<file path="config.mk">
export PLATFORM = sky130hd
export DESIGN_NAME = priority_encoder_iter
export DESIGN_NICKNAME = d
export VERILOG_FILES = /design/src/rtl/priority_encoder_iter.sv
export SDC_FILE = /design/constraint.sdc
export NUM_CORES = 1
export LEC_CHECK = 0
export ABC_AREA = 1
export BUFFER_PORTS_ARGS = -buffer_cell sky130_fd_sc_hd__buf_4
export CAP_MARGIN = 40
export CELL_PAD_IN_SITES_DETAIL_PLACEMENT = 0
export CELL_PAD_IN_SITES_GLOBAL_PLACEMENT = 1
export CORE_ASPECT_RATIO = 1.75
export CORE_MARGIN = 2
export CORE_UTILIZATION = 41
export DETAILED_ROUTE_END_ITERATION = 8
export PLACE_DENSITY_LB_ADDON = 0.1
export SLEW_MARGIN = 30
export SYNTH_ARGS = -nofsm -noshare
export SYNTH_HDL_FRONTEND = slang
export SYNTH_SLANG_ARGS = --single-unit
</file>
<file path="constraint.sdc">
create_clock -name clk_i -period 4.7 [get_ports clk_i]
set_clock_uncertainty 0.15 [all_clocks]
set_input_delay 0.705 -clock clk_i [delete_from_list [all_inputs] [get_ports clk_i]]
set_output_delay 0.705 -clock clk_i [all_outputs]
set_load 0.01 [all_outputs]
</file>
<file path="src/rtl/priority_encoder_iter.sv">
// Iterative priority encoder: accepts a request vector and emits each set bit
// as one handshaked beat (one-hot + index), LSB-first or MSB-first.
module priority_encoder_iter #(
   parameter  int WIDTH = 16,
   localparam int IDX_W = $clog2(WIDTH)
) (
   input  logic             clk_i,
   input  logic             rst_n_i,
   input  logic [WIDTH-1:0] data_i,
   input  logic             mode_i,
   input  logic             data_val_i,
   output logic             data_rdy_o,
   output logic [WIDTH-1:0] onehot_o,
   output logic [IDX_W-1:0] index_o,
   output logic [IDX_W:0]   cnt_o,
   output logic             last_o,
   output logic             empty_o,
   output logic             data_val_o,
   input  logic             data_rdy_i
);

   typedef enum logic {IDLE, EMIT} state_t;

   state_t           r_state, w_next;
   logic [WIDTH-1:0] r_res;
   logic             r_dir;
   logic [IDX_W:0]   r_cnt;
   logic             r_empty;
   logic             r_rdy;

   logic [IDX_W-1:0] w_idx;
   logic [WIDTH-1:0] w_onehot;
   logic             w_single;
   logic             w_last;
   logic             w_accept;
   logic             w_xfer;

   function automatic logic [IDX_W:0] popcnt(input logic [WIDTH-1:0] v);
      logic [IDX_W:0] c;
      c = '0;
      for (int i = 0; i < WIDTH; i++) c = c + (IDX_W+1)'(v[i]);
      return c;
   endfunction

   // Last assignment wins: scanning toward the preferred end picks the winner.
   always_comb begin
      w_idx = '0;
      if (r_dir) begin
         for (int i = 0; i < WIDTH; i++)
            if (r_res[i]) w_idx = IDX_W'(i);
      end else begin
         for (int i = WIDTH-1; i >= 0; i--)
            if (r_res[i]) w_idx = IDX_W'(i);
      end
   end

   assign w_onehot = (|r_res) ? (WIDTH'(1) << w_idx) : '0;
   assign w_single = (|r_res) && ((r_res & (r_res - WIDTH'(1))) == '0);
   assign w_last   = r_empty || w_single;
   assign w_accept = (r_state == IDLE) && r_rdy && data_val_i;
   assign w_xfer   = (r_state == EMIT) && data_rdy_i;

   always_ff @(posedge clk_i or negedge rst_n_i) begin
      if (!rst_n_i) r_state <= IDLE;
      else          r_state <= w_next;
   end

   always_comb begin
      w_next = r_state;
      case (r_state)
         IDLE:    if (w_accept) w_next = EMIT;
         EMIT:    if (w_xfer && w_last) w_next = IDLE;
         default: w_next = IDLE;
      endcase
   end

   // Ready is registered so it comes up only on the first edge after reset release.
   always_ff @(posedge clk_i or negedge rst_n_i) begin
      if (!rst_n_i) begin
         r_res   <= '0;
         r_dir   <= 1'b0;
         r_cnt   <= '0;
         r_empty <= 1'b0;
         r_rdy   <= 1'b0;
      end else begin
         r_rdy <= (w_next == IDLE);
         if (w_accept) begin
            r_res   <= data_i;
            r_dir   <= mode_i;
            r_cnt   <= popcnt(data_i);
            r_empty <= ~|data_i;
         end else if (w_xfer) begin
            r_res   <= r_res & ~w_onehot;
         end
      end
   end

   assign data_rdy_o = r_rdy;
   assign data_val_o = (r_state == EMIT);
   assign onehot_o   = w_onehot;
   assign index_o    = w_idx;
   assign cnt_o      = data_val_o ? r_cnt : '0;
   assign last_o     = data_val_o && w_last;
   assign empty_o    = data_val_o && r_empty;

endmodule
</file>
==> results of run 1 <==
## routing by layer
metal  vias up  track usage  routed length (um)
met1      1047        0.276                2630
met3        13       0.0190                 147
met5         -            0                   0
li1       1177            -                   -
met2        48        0.416                3550
met4         0       0.0786                 180
## sequential cells by signal (all words and copies together) (netlist names)
register    cells
data_val_o      1
r_dir           1
r_cnt           5
r_empty         1
data_rdy_o      1
r_res          16
## final cells by class
type	count	area [um2]
clock buffer	4	45.0
fill	596	2540
inverter	97	364
multi-input combinational	223	1240
sequential	25	626
tap	74	92.6
timing repair buffer	51	383
## per-stage QoR
stage	std cells	total power, uW	util
after floorplan	351	1300	-
after global placement	470	1760	0.511
after detailed placement	470	1760	0.511
after CTS	474	1900	0.520
after global routing	474	2070	0.520
final	474	1880	0.520
## power groups by stage
stage / clock, uW / combinational (uW) / sequential, uW
6_report: 131 / 1390 / 367
5_1_grt: 139 / 1550 / 381
3_5_place_dp: 0 / 1390 / 372
2_1_floorplan: 0 / 949 / 349
4_1_cts: 132 / 1400 / 368
3_3_place_gp: 0 / 1390 / 371
## layout by cell type, fill, tap and decap left out, drive strengths merged
cell	synthesis	routed
buf	1	51
xnor2	1	1
nand4	12	12
o22ai	17	17
o2111ai	1	1
o41ai	1	1
o21ai	17	17
nor3	3	3
clkinv	1	1
nor4	2	2
inv	96	96
dfrtp	25	25
nor2	34	34
fa	10	10
clkbuf	5	4
o211ai	1	1
a21oi	8	8
xor2	1	1
ha	6	6
o31ai	1	1
nand3	11	11
nand2	97	97
## final timing paths
kind	startpoint	end
max	data_i[0]	r_cnt[4]$_DFFE_PN0P_
min	rst_n_i	r_cnt[2]$_DFFE_PN0P_
max reg2reg	r_res[13]$_DFFE_PN0P_	r_res[12]$_DFFE_PN0P_
min reg2reg	r_cnt[0]$_DFFE_PN0P_	r_cnt[0]$_DFFE_PN0P_
max in group asynchronous	rst_n_i	r_res[7]$_DFFE_PN0P_
min in group clk_i	r_cnt[0]$_DFFE_PN0P_	r_cnt[0]$_DFFE_PN0P_
## logic make-up after synthesis
kind of cell | count (synthesis) | share of synthesized area
compound gates | 46 | 0.123
flops | 25 | 0.276
xor+xnor | 2 | 0.00774
simple gates | 159 | 0.297
fa+ha+maj | 16 | 0.122
buf+inv | 103 | 0.174
==> key figures, run 1 <==
Critical path
  • CP delay by family, top: adder cells
  • WS Path Type: in -> reg
  • Critical path arrival: 3.83 ns
  • Cell depth of the worst setup path: 13
  • Crit-path most repeated cell: fa_1
  • CP Capture Type: flip-flop
  • R2r worst-path depth: 20
  • Worst path bufs/invs: 4
  • Reg2Reg Setup Slack: 2.29 ns
  • Slowest CP cell: fa_1
  • CP max stage delay: 0.53 ns
  • Cell Chain, Critical Path: buf_4 > fa_1 > inv_1 > fa_1 > fa_1 > fa_1 > inv_1 > ha_1 > inv_1 > fa_1 > o21ai_0 > nand3_1 > nand2_1
  • Startpoint Class: input port
  • Crit-path max FO: 2
  • Data required time of the worst path: 4.76 ns

Logic synthesis
  • Share of synthesized registers carrying an async set or reset: 1.00
  • Net Count, Synth: 388
  • Post-synth EDFFs: 0
  • Top cell type's share of synthesized area: 0.276
  • Syn Area/Cell: 6.45 um2
  • Dominant synthesized flop cell: dfrtp_1
  • Distinct cell type count after synthesis: 29
  • Post-Syn Instances: 351
  • Yosys Warn Count: 0
  • Synth area leaders: dfrtp_1 (28%), nand2_1 (16%), inv_1 (15%)
  • Synth area leader: dfrtp_1
  • Sequential area share after synthesis: 0.276
  • FF+latch count, synth: 25
  • Most frequent cells after synthesis: nand2_1 (96), inv_1 (91), nor2_1 (31)
  • Post-Synthesis Cell Area: 2260 um2
  • Dominant cell by count in the synthesized netlist: nand2_1

Clock network
  • Clock tree buffer depth: 2
  • Clock Sinks: 25
  • Worst-skew pair later-pin latency: 0.27 ns
  • Clock slew at reported path FFs: 0.09 ns
  • Post-CTS setup buffers: 0
  • H-tree depth: 1
  • CTS tree: built
  • TritonCTS Buffers: 3
  • Hold buffer count at cts: 0
  • CTS root buffer: clkbuf_8
  • Post-CTS sizing: 0

Power
  • Psw: 1020 uW
  • Sw Ratio: 0.544
  • P_leak: 0.00169 uW
  • VDD IR max: 276 uV
  • Clock power frac: 0.069
  • Combinational Power Share: 0.736
  • Pwr dens: 684 nW/um2
  • Sequential share of power: 0.195
  • Internal: 860 uW

Floorplanning
  • Die Wd: 60.2 um
  • Initial Util: 0.427
  • Die Area: 6160 um2
  • Core Region: 5300 um2
  • I/O Pins: 50
  • DIE HEIGHT: 102 um
  • Core Rows: 35

Timing
  • Setup TNS: 0 ns
  • Tmin final: 3.77 ns
  • RSZ-0062 raised after global routing: false
  • # setup viols final: 0
  • Worst setup margin: 0.933 ns
  • Tcrit/Tclk final: 0.802
  • Final Hold Viols: 0
  • F_max: 265 MHz
  • Tightest Pin Transition: 0.547 ns
  • Pins over their slew limit: 0
  • Relative slew slack: 0.634
  • Worst hold slack: 0.185 ns

Detailed routing
  • Vias after detailed routing: 2,285
  • 1st-pass router iterations: 4
  • Residual DRC: 0
  • Vias/cell: 4.82
  • Total Wirelength: 6510 um
  • Initial drt markers: 99
  • Post-route ant nets: 0
  • Wirelength per Cell: 13.7 um

Finish
  • Layout cell share with drive strength beyond 1: 0.163
  • NumNets Final: 438
  • Diode count: 0
  • Synth-to-layout area growth: 21.7%
  • Fin area: 2760 um2

Run status
  • Run status: completed

GRT
  • Vias in the first global route: 2,219
  • First-pass GRT wire length: 10,400 um
  • Largest net degree at the start of global routing: 28
  • Global Route Usage Sum: 0.230
  • Total congestion overflow: 0
  • Initial antenna violation count: 0

Placement
  • Placer congestion estimate: 0.866
  • Post-DP Area: 2710 um2
  • Dpl hpwl: 5420 um
  • Port Buffers: 49
  • Pre-CTS WS: 0.621 ns

Job
  • Max_cap viols: 0

Worst hold path
  • Min-Delay Path Class: in -> async
No activity file was read; power rests on OpenSTA's default activity.
==> run 2: changes to the inputs <==
- CORE_UTILIZATION: 41 -> 34
- clock period: 4.7 -> 3.1 ns (I/O delays scaled with it)
==> run 2 against run 1 <==
The flow now finishes with violations (setup timing). Routed wire length up 13%. First-iteration DRC count is 33% lower. Total power grew 72%. Sequential power rose by 52%. Largest power group unchanged. Sequential cell count did not move. Non-clock buffer count grew 18. Utilization decreased by 5.6 points.
==> key figures, run 2 (synthesized netlist as in run 1, its figures left out) <==
Critical path
  • CP Capture Type: flip-flop
  • Data required time of the worst path: 3.09 ns (-1.67 ns)
  • Startpoint Class: input port
  • WS Path Type: in -> reg
  • Crit-path max FO: 2 (unchanged)
  • Critical path arrival: 3.48 ns (-0.35 ns)

Clock network
  • Clock tree buffer depth: 2 (unchanged)
  • CTS tree: built
  • TritonCTS Buffers: 3 (unchanged)
  • Clock Sinks: 25 (unchanged)
  • Clock slew at reported path FFs: 0.07 ns (-0.02 ns)
  • Worst-skew pair later-pin latency: 0.26 ns (about the same)
  • CTS root buffer: clkbuf_16
  • H-tree depth: 1 (unchanged)

Detailed routing
  • Vias after detailed routing: 2,370 (+3.7%)
  • 1st-pass router iterations: 4 (unchanged)
  • Post-route ant nets: 0 (unchanged)
  • Initial drt markers: 66 (-33%)
  • Vias/cell: 4.74 (-1.7%)
  • Residual DRC: 0 (unchanged)
  • Total Wirelength: 7340 um (+13%)
  • Wirelength per Cell: 14.7 um (+6.9%)

Finish
  • Fill cell count: 724 (+21%)
  • Synth-to-layout area growth: 33.0%
  • Biggest regs: r_res (16), r_cnt (5)
  • NumNets Final: 456 (+4.1%)
  • Post-Layout Cell Count: 500 (+5.5%)
  • Area occupied by multi-input gates: 1300 um2 (+4.2%)
  • Most frequent cells in the layout: nand2_1 (95), inv_1 (83), buf_4 (64)
  • Diode count: 0 (unchanged)
  • Max FFs per register: 16 (unchanged)
  • Layout cell share with drive strength beyond 1: 0.237 (+0.0743)
  • Largest Register: r_res
  • Commonest non-fill, non-tap cell in the layout: nand2_1
  • Fin area: 3010 um2 (+9.4%)
  • Sequential Area: 626 um2 (unchanged)

Worst hold path
  • Min-Delay Path Class: in -> reg

Run status
  • Run status: finished with violations
  • Failing checks: setup timing

GRT
  • Initial antenna violation count: 0 (unchanged)
  • Largest net degree at the start of global routing: 27 (-3.6%)
  • Total congestion overflow: 0 (unchanged)
  • Global Route Usage Sum: 0.210 (-0.0195)
  • Vias in the first global route: 2,369 (+6.8%)
  • First-pass GRT wire length: 11,700 um (+12%)

Power
  • Psw: 1690 uW (+65%)
  • Sequential share of power: 0.172 (-0.023)
  • VDD IR max: 415 uV (+50%)
  • Internal: 1560 uW (+81%)
  • Clock power frac: 0.092 (+0.023)
  • Sw Ratio: 0.520 (-0.0232)
  • P_leak: 0.00179 uW (+6.2%)
  • Power after layout: 3250 uW (+72%)
  • Pwr dens: 1080 nW/um2 (+58%)
  • Combinational Power Share: 0.737 (about the same)

Timing
  • # setup viols final: 4 (+4)
  • Setup TNS: -1.41 ns (-1.41 ns)
  • Tcrit/Tclk final: 1.12
  • Tightest Pin Transition: 0.564 ns (+0.0174 ns)
  • Relative slew slack: 0.623 (-0.0116)
  • Worst setup margin: -0.387 ns (-1.32 ns)
  • RSZ-0062 raised after global routing: true
  • Pins over their slew limit: 0 (unchanged)
  • Tmin final: 3.49 ns
  • Final Hold Viols: 0 (unchanged)
  • F_max: 287 MHz

Floorplanning
  • Core Rows: 39 (+11%)
  • Die Wd: 65.7 um (+9.2%)
  • Die Area: 7360 um2 (+19%)
  • Core Region: 6490 um2 (+22%)
  • DIE HEIGHT: 112 um (+9.4%)
  • Initial Util: 0.349 (-0.0784)
  • I/O Pins: 50 (unchanged)

Placement
  • Pre-CTS WS: -0.751 ns (-1.37 ns)
  • Placed Instances: 491 (+4.5%)
  • Port Buffers: 49 (unchanged)
  • Post-DP Area: 2820 um2 (+4.2%)
  • Placer congestion estimate: 0.828 (-4.4%)
  • Dpl hpwl: 5970 um (+10%)

Job
  • Max_cap viols: 0 (unchanged)
==> run 2: cell types whose count changed in the layout (fill, tap and decap cells not counted), sizes merged <==
cell and delta:
dlygate4sd3 +1, buf +17
==> run 2: worst paths after layout <==
kind                                      startpoint               endpoint  slack (ns)  cells after the start
max in group asynchronous                    rst_n_i   data_rdy_o$_DFF_PN0_        2.02                      2
worst min register to register  r_cnt[0]$_DFFE_PN0P_   r_cnt[0]$_DFFE_PN0P_        0.34                      2
min in group asynchronous                    rst_n_i  r_res[12]$_DFFE_PN0P_        0.50                      2
worst max-delay path                       data_i[7]   r_cnt[2]$_DFFE_PN0P_       -0.39                     12
worst min-delay path                          mode_i      r_dir$_DFFE_PN0P_        0.27                      3
worst max register to register  r_res[2]$_DFFE_PN0P_   data_val_o$_DFF_PN0_        0.92                     14
==> run 2: layout make-up <==
| cell class | count | share of cell area |
|---|---|---|
| clock buffer | 4 | 0.0262 |
| multi-input combinational | 223 | 0.431 |
| timing repair buffer | 69 | 0.179 |
| sequential | 25 | 0.208 |
| tap | 82 | 0.0341 |
| inverter | 97 | 0.123 |
==> run 2: power groups by stage <==
| stage | Combinational, uW | Sequential (uW) | Clock, uW |
|---|---|---|---|
| 2_1_floorplan | 1450 | 529 | 0 |
| 4_1_cts | 2280 | 556 | 307 |
| 3_3_place_gp | 2250 | 558 | 0 |
| 6_report | 2390 | 558 | 298 |
| 5_1_grt | 2640 | 577 | 316 |
| 3_5_place_dp | 2250 | 561 | 0 |
==> run 2: critical path: stages <==
cell	delay, ns
buf_8	0.08
inv_4	0.03
fa_1	0.56
fa_2	0.45
fa_1	0.56
fa_2	0.46
inv_2	0.07
ha_4	0.15
inv_2	0.04
fa_2	0.35
xor2_1	0.18
o21ai_1	0.08
==> run 2: metrics by stage <==
step | hold WS, ns | utilization
5_1_grt | 0.318 | 0.464
3_5_place_dp | 0.259 | 0.435
3_3_place_gp | 0.257 | 0.435
6_report | 0.273 | 0.464
2_1_floorplan | 0.0194 | -
4_1_cts | 0.275 | 0.451
==> run 2: what timing repair did <==
item                                    in CTS  in global routing
endpoints found under the setup margin       5                 20
buffers inserted                             0                  4
pin swaps                                    7                 11
hold buffers                                 1                  0
resized for setup                            7                 18
gates cloned                                 0                  0
endpoints found under the hold margin       25                  0
==> run 2: routing by layer <==
layer  track usage  part of all wire  routed length (um)  vias up
li1              -                 -                   -     1208
met1         0.233              0.38                2800     1113
met2         0.410              0.58                4260       42
met3        0.0152             0.022                 163        7
met4        0.0569             0.015                 110        0
met5             0                 0                   0        -
==> run 3: changes to the inputs <==
- ABC_AREA: 1 -> default
- CORE_UTILIZATION: 34 -> 36
==> run 3 against run 2 <==
The run still ends with setup timing left. Critical endpoint is now r_cnt[3]$_DFFE_PN0P_. Synthesized cell count decreased by 8.5%. Count of clock-buffer cells in the layout decreased by 1. Critical path type unchanged. Critical path depth increased by 1. Final cell count decreased by 9.0%. Global-route usage increased by 1.2 points.
==> key figures, run 3 <==
Run status
  • Run status: finished with violations
  • Failing checks: setup timing

Detailed routing
  • Vias/cell: 5.41 (+14%)
  • Initial drt markers: 178 (+170%)
  • Residual DRC: 0 (unchanged)
  • 1st-pass router iterations: 4 (unchanged)
  • Post-route ant nets: 0 (unchanged)
  • Wirelength per Cell: 16.8 um (+14%)
  • Total Wirelength: 7640 um (+4.1%)
  • Vias after detailed routing: 2,462 (+3.9%)

Floorplanning
  • I/O Pins: 50 (unchanged)
  • DIE HEIGHT: 111 um (-0.97%)
  • Core Region: 6440 um2 (-0.75%)
  • Die Area: 7210 um2 (-1.9%)
  • Initial Util: 0.365 (+0.0159)
  • Die Wd: 65.1 um (-0.95%)
  • Core Rows: 39 (unchanged)

Finish
  • Biggest regs: r_res (16), r_cnt (5)
  • Synth-to-layout area growth: 28.2%
  • Commonest non-fill, non-tap cell in the layout: buf_4
  • Most frequent cells in the layout: buf_4 (72), nor2_1 (40), nand2_1 (29)
  • Finished Core Util: 0.468 (+0.00332)
  • Layout cell share with drive strength beyond 1: 0.265 (+0.0286)
  • NumNets Final: 411 (-9.9%)
  • Largest Register: r_res
  • Max FFs per register: 16 (unchanged)
  • Diode count: 0 (unchanged)
  • Post-Layout Cell Count: 455 (-9.0%)

Worst hold path
  • Hold Path Depth: 3 (unchanged)
  • Hold EP: r_dir$_DFFE_PN0P_
  • Hold_sp: mode_i
  • Min-Delay Path Class: in -> reg

Timing
  • Worst setup margin: -0.377 ns (+0.0103 ns)
  • RSZ-0062 raised after global routing: true
  • F_max: 288 MHz (+0.29%)
  • # setup viols final: 4 (unchanged)
  • Tmin final: 3.48 ns (-0.0103 ns)
  • Final Hold Viols: 0 (unchanged)
  • Tcrit/Tclk final: 1.12 (-0.00331)
  • Relative slew slack: 0.554 (-0.0684)
  • Pins over their slew limit: 0 (unchanged)
  • Tightest Pin Transition: 0.668 ns (+0.104 ns)

Logic synthesis
  • Dominant cell by count in the synthesized netlist: nor2_1
  • Post-Synthesis Cell Area: 2350 um2 (+3.8%)
  • Synth area leader: dfrtp_1
  • Syn Area/Cell: 7.32 um2 (+13%)
  • Distinct cell type count after synthesis: 46 (+59%)
  • Net Count, Synth: 358 (-7.7%)
  • Synth area leaders: dfrtp_1 (27%), fa_1 (8.5%), nor2_1 (6.4%)
  • Yosys Warn Count: 0 (unchanged)
  • Post-synth EDFFs: 0 (unchanged)
  • Sequential area share after synthesis: 0.266 (-0.0100)
  • Post-Syn Instances: 321 (-8.5%)
  • Most frequent cells after synthesis: nor2_1 (40), a21oi_1 (29), nand2_1 (29)
  • Share of synthesized registers carrying an async set or reset: 1.00 (unchanged)
  • FF+latch count, synth: 25 (unchanged)
  • Top cell type's share of synthesized area: 0.266 (-0.0100)
  • Dominant synthesized flop cell: dfrtp_1

Critical path
  • RR Endpoint: r_res[5]$_DFFE_PN0P_
  • Crit-path max FO: 2 (unchanged)
  • R2r worst-path depth: 8 (-6)
  • WS Path Type: in -> reg
  • Startpoint Class: input port
  • Data required time of the worst path: 3.08 ns (about the same)
  • Critical path arrival: 3.45 ns (-0.03 ns)
  • RR Startpoint: r_res[7]$_DFFE_PN0P_
  • CP Capture Type: flip-flop
  • Reg2Reg Setup Slack: 0.76 ns (-0.16 ns)

Clock network
  • Worst-skew pair later-pin latency: 0.27 ns (about the same)
  • H-tree depth: 1 (unchanged)
  • TritonCTS Buffers: 3 (unchanged)
  • Clock slew at reported path FFs: 0.07 ns (about the same)
  • Clock Sinks: 25 (unchanged)
  • CTS tree: built
  • CTS root buffer: clkbuf_16
  • Clock tree buffer depth: 2 (unchanged)

GRT
  • Global Route Usage Sum: 0.222 (+0.0121)
  • Vias in the first global route: 2,450 (+3.4%)
  • First-pass GRT wire length: 12,400 um (+5.7%)
  • Total congestion overflow: 0 (unchanged)
  • Largest net degree at the start of global routing: 36 (+33%)
  • Initial antenna violation count: 0 (unchanged)

Power
  • VDD IR max: 488 uV (+18%)
  • Pwr dens: 1360 nW/um2 (+26%)
  • P_leak: 0.00141 uW (-21%)
  • Power after layout: 4100 uW (+26%)
  • Combinational Power Share: 0.761 (+0.024)
  • Sw Ratio: 0.528 (+0.00782)
  • Sequential share of power: 0.166 (-0.006)
  • Psw: 2160 uW (+28%)
  • Internal: 1930 uW (+24%)
  • Clock power frac: 0.073 (-0.019)

Placement
  • Placer congestion estimate: 0.874 (+5.6%)
  • Pre-CTS WS: -0.744 ns (+0.00725 ns)
  • Placed Instances: 448 (-8.8%)
  • Port Buffers: 49 (unchanged)
  • Dpl hpwl: 6010 um (+0.80%)

Job
  • Max_cap viols: 0 (unchanged)
==> run 3: changes by cell type in the layout (fill, tap and decap cells not counted), moves of 14 or more <==
cell,delta
a21oi_1,+22
a31oi_1,+14
inv_1,-62
nand2_1,-66
o22ai_1,-15
==> run 3: per-stage QoR <==
step	setup TNS (ns)	cell area [um2]	hold slack, ns
2_1_floorplan	-1.49	2360	0.0194
3_3_place_gp	-2.77	2860	0.247
3_5_place_dp	-3.06	2860	0.248
4_1_cts	-1.45	2970	0.245
5_1_grt	-1.87	3010	0.285
6_report	-1.38	3010	0.249
==> run 3: cell type report <==
| type | count | area [um2] |
|---|---|---|
| Fill cell | 701 | 3430 |
| Multi-Input combinational cell | 241 | 1510 |
| Sequential cell | 25 | 627 |
| Timing Repair Buffer | 76 | 584 |
| Inverter | 27 | 104 |
| Tap cell | 82 | 103 |
| Clock buffer | 3 | 75.1 |
| Clock inverter | 1 | 7.51 |
==> run 3: worst max path at each step <==
stage | from | endpoint | slack (ns) | depth (start not counted)
global route | data_i[0] | r_cnt[4]$_DFFE_PN0P_ | -0.53 | 13
floorplan | data_i[5] | r_cnt[1]$_DFFE_PN0P_ | -0.39 | 10
finish | data_i[0] | r_cnt[3]$_DFFE_PN0P_ | -0.38 | 13
CTS | data_i[0] | r_cnt[4]$_DFFE_PN0P_ | -0.41 | 13
global placement | data_i[0] | r_cnt[2]$_DFFE_PN0P_ | -0.68 | 12
detailed placement | data_i[0] | r_cnt[2]$_DFFE_PN0P_ | -0.74 | 12
==> run 3: worst max-delay path, stage by stage <==
cell and delay (ns):
buf_6 0.10, fa_1 0.55, inv_1 0.06, fa_1 0.50
fa_1 0.44, fa_1 0.51, inv_2 0.05, ha_4 0.15
buf_4 0.12, a21o_1 0.16, a21oi_2 0.12, xor2_1 0.15
o21ai_0 0.09
==> run 3: metal layers <==
| metal | vias to the layer above | part of all wire | wire [um] | global-route usage |
|---|---|---|---|---|
| met5 | - | 0 | 0 | 0 |
| met4 | 0 | 0.024 | 180 | 0.0833 |
| met3 | 11 | 0.036 | 273 | 0.0173 |
| met2 | 63 | 0.57 | 4350 | 0.419 |
| met1 | 1175 | 0.37 | 2840 | 0.251 |
| li1 | 1213 | - | - | - |
==> run 3: power by group through the flow <==
stage / clock network [uW] / logic, uW / registers [uW]
6_report: 300 / 3120 / 679
5_1_grt: 318 / 3450 / 705
4_1_cts: 308 / 3090 / 665
3_5_place_dp: 0 / 3050 / 671
3_3_place_gp: 0 / 3040 / 670
2_1_floorplan: 0 / 2050 / 533
==> run 3: logic make-up (layout without fill, tap and decap cells) <==
family / Yosys count / after routing / share of synthesized area
and+or+nand+nor: 129 / 129 / 0.258
buffers and inverters: 55 / 107 / 0.108
muxes: 2 / 2 / 0.00852
adders and majority gates: 17 / 17 / 0.121
xor gates and xnor gates: 2 / 2 / 0.00746
DFF: 25 / 25 / 0.266
AOI/OAI and AO/OA: 91 / 91 / 0.231
==> run 3: timing repair <==
action | CTS | global route
setup buffers | 0 | 1
resized for setup | 11 | 11
setup endpoints to repair | 8 | 15
endpoints found under the hold margin | 25 | 0
pin swaps | 3 | 3
hold buffers | 1 | 0
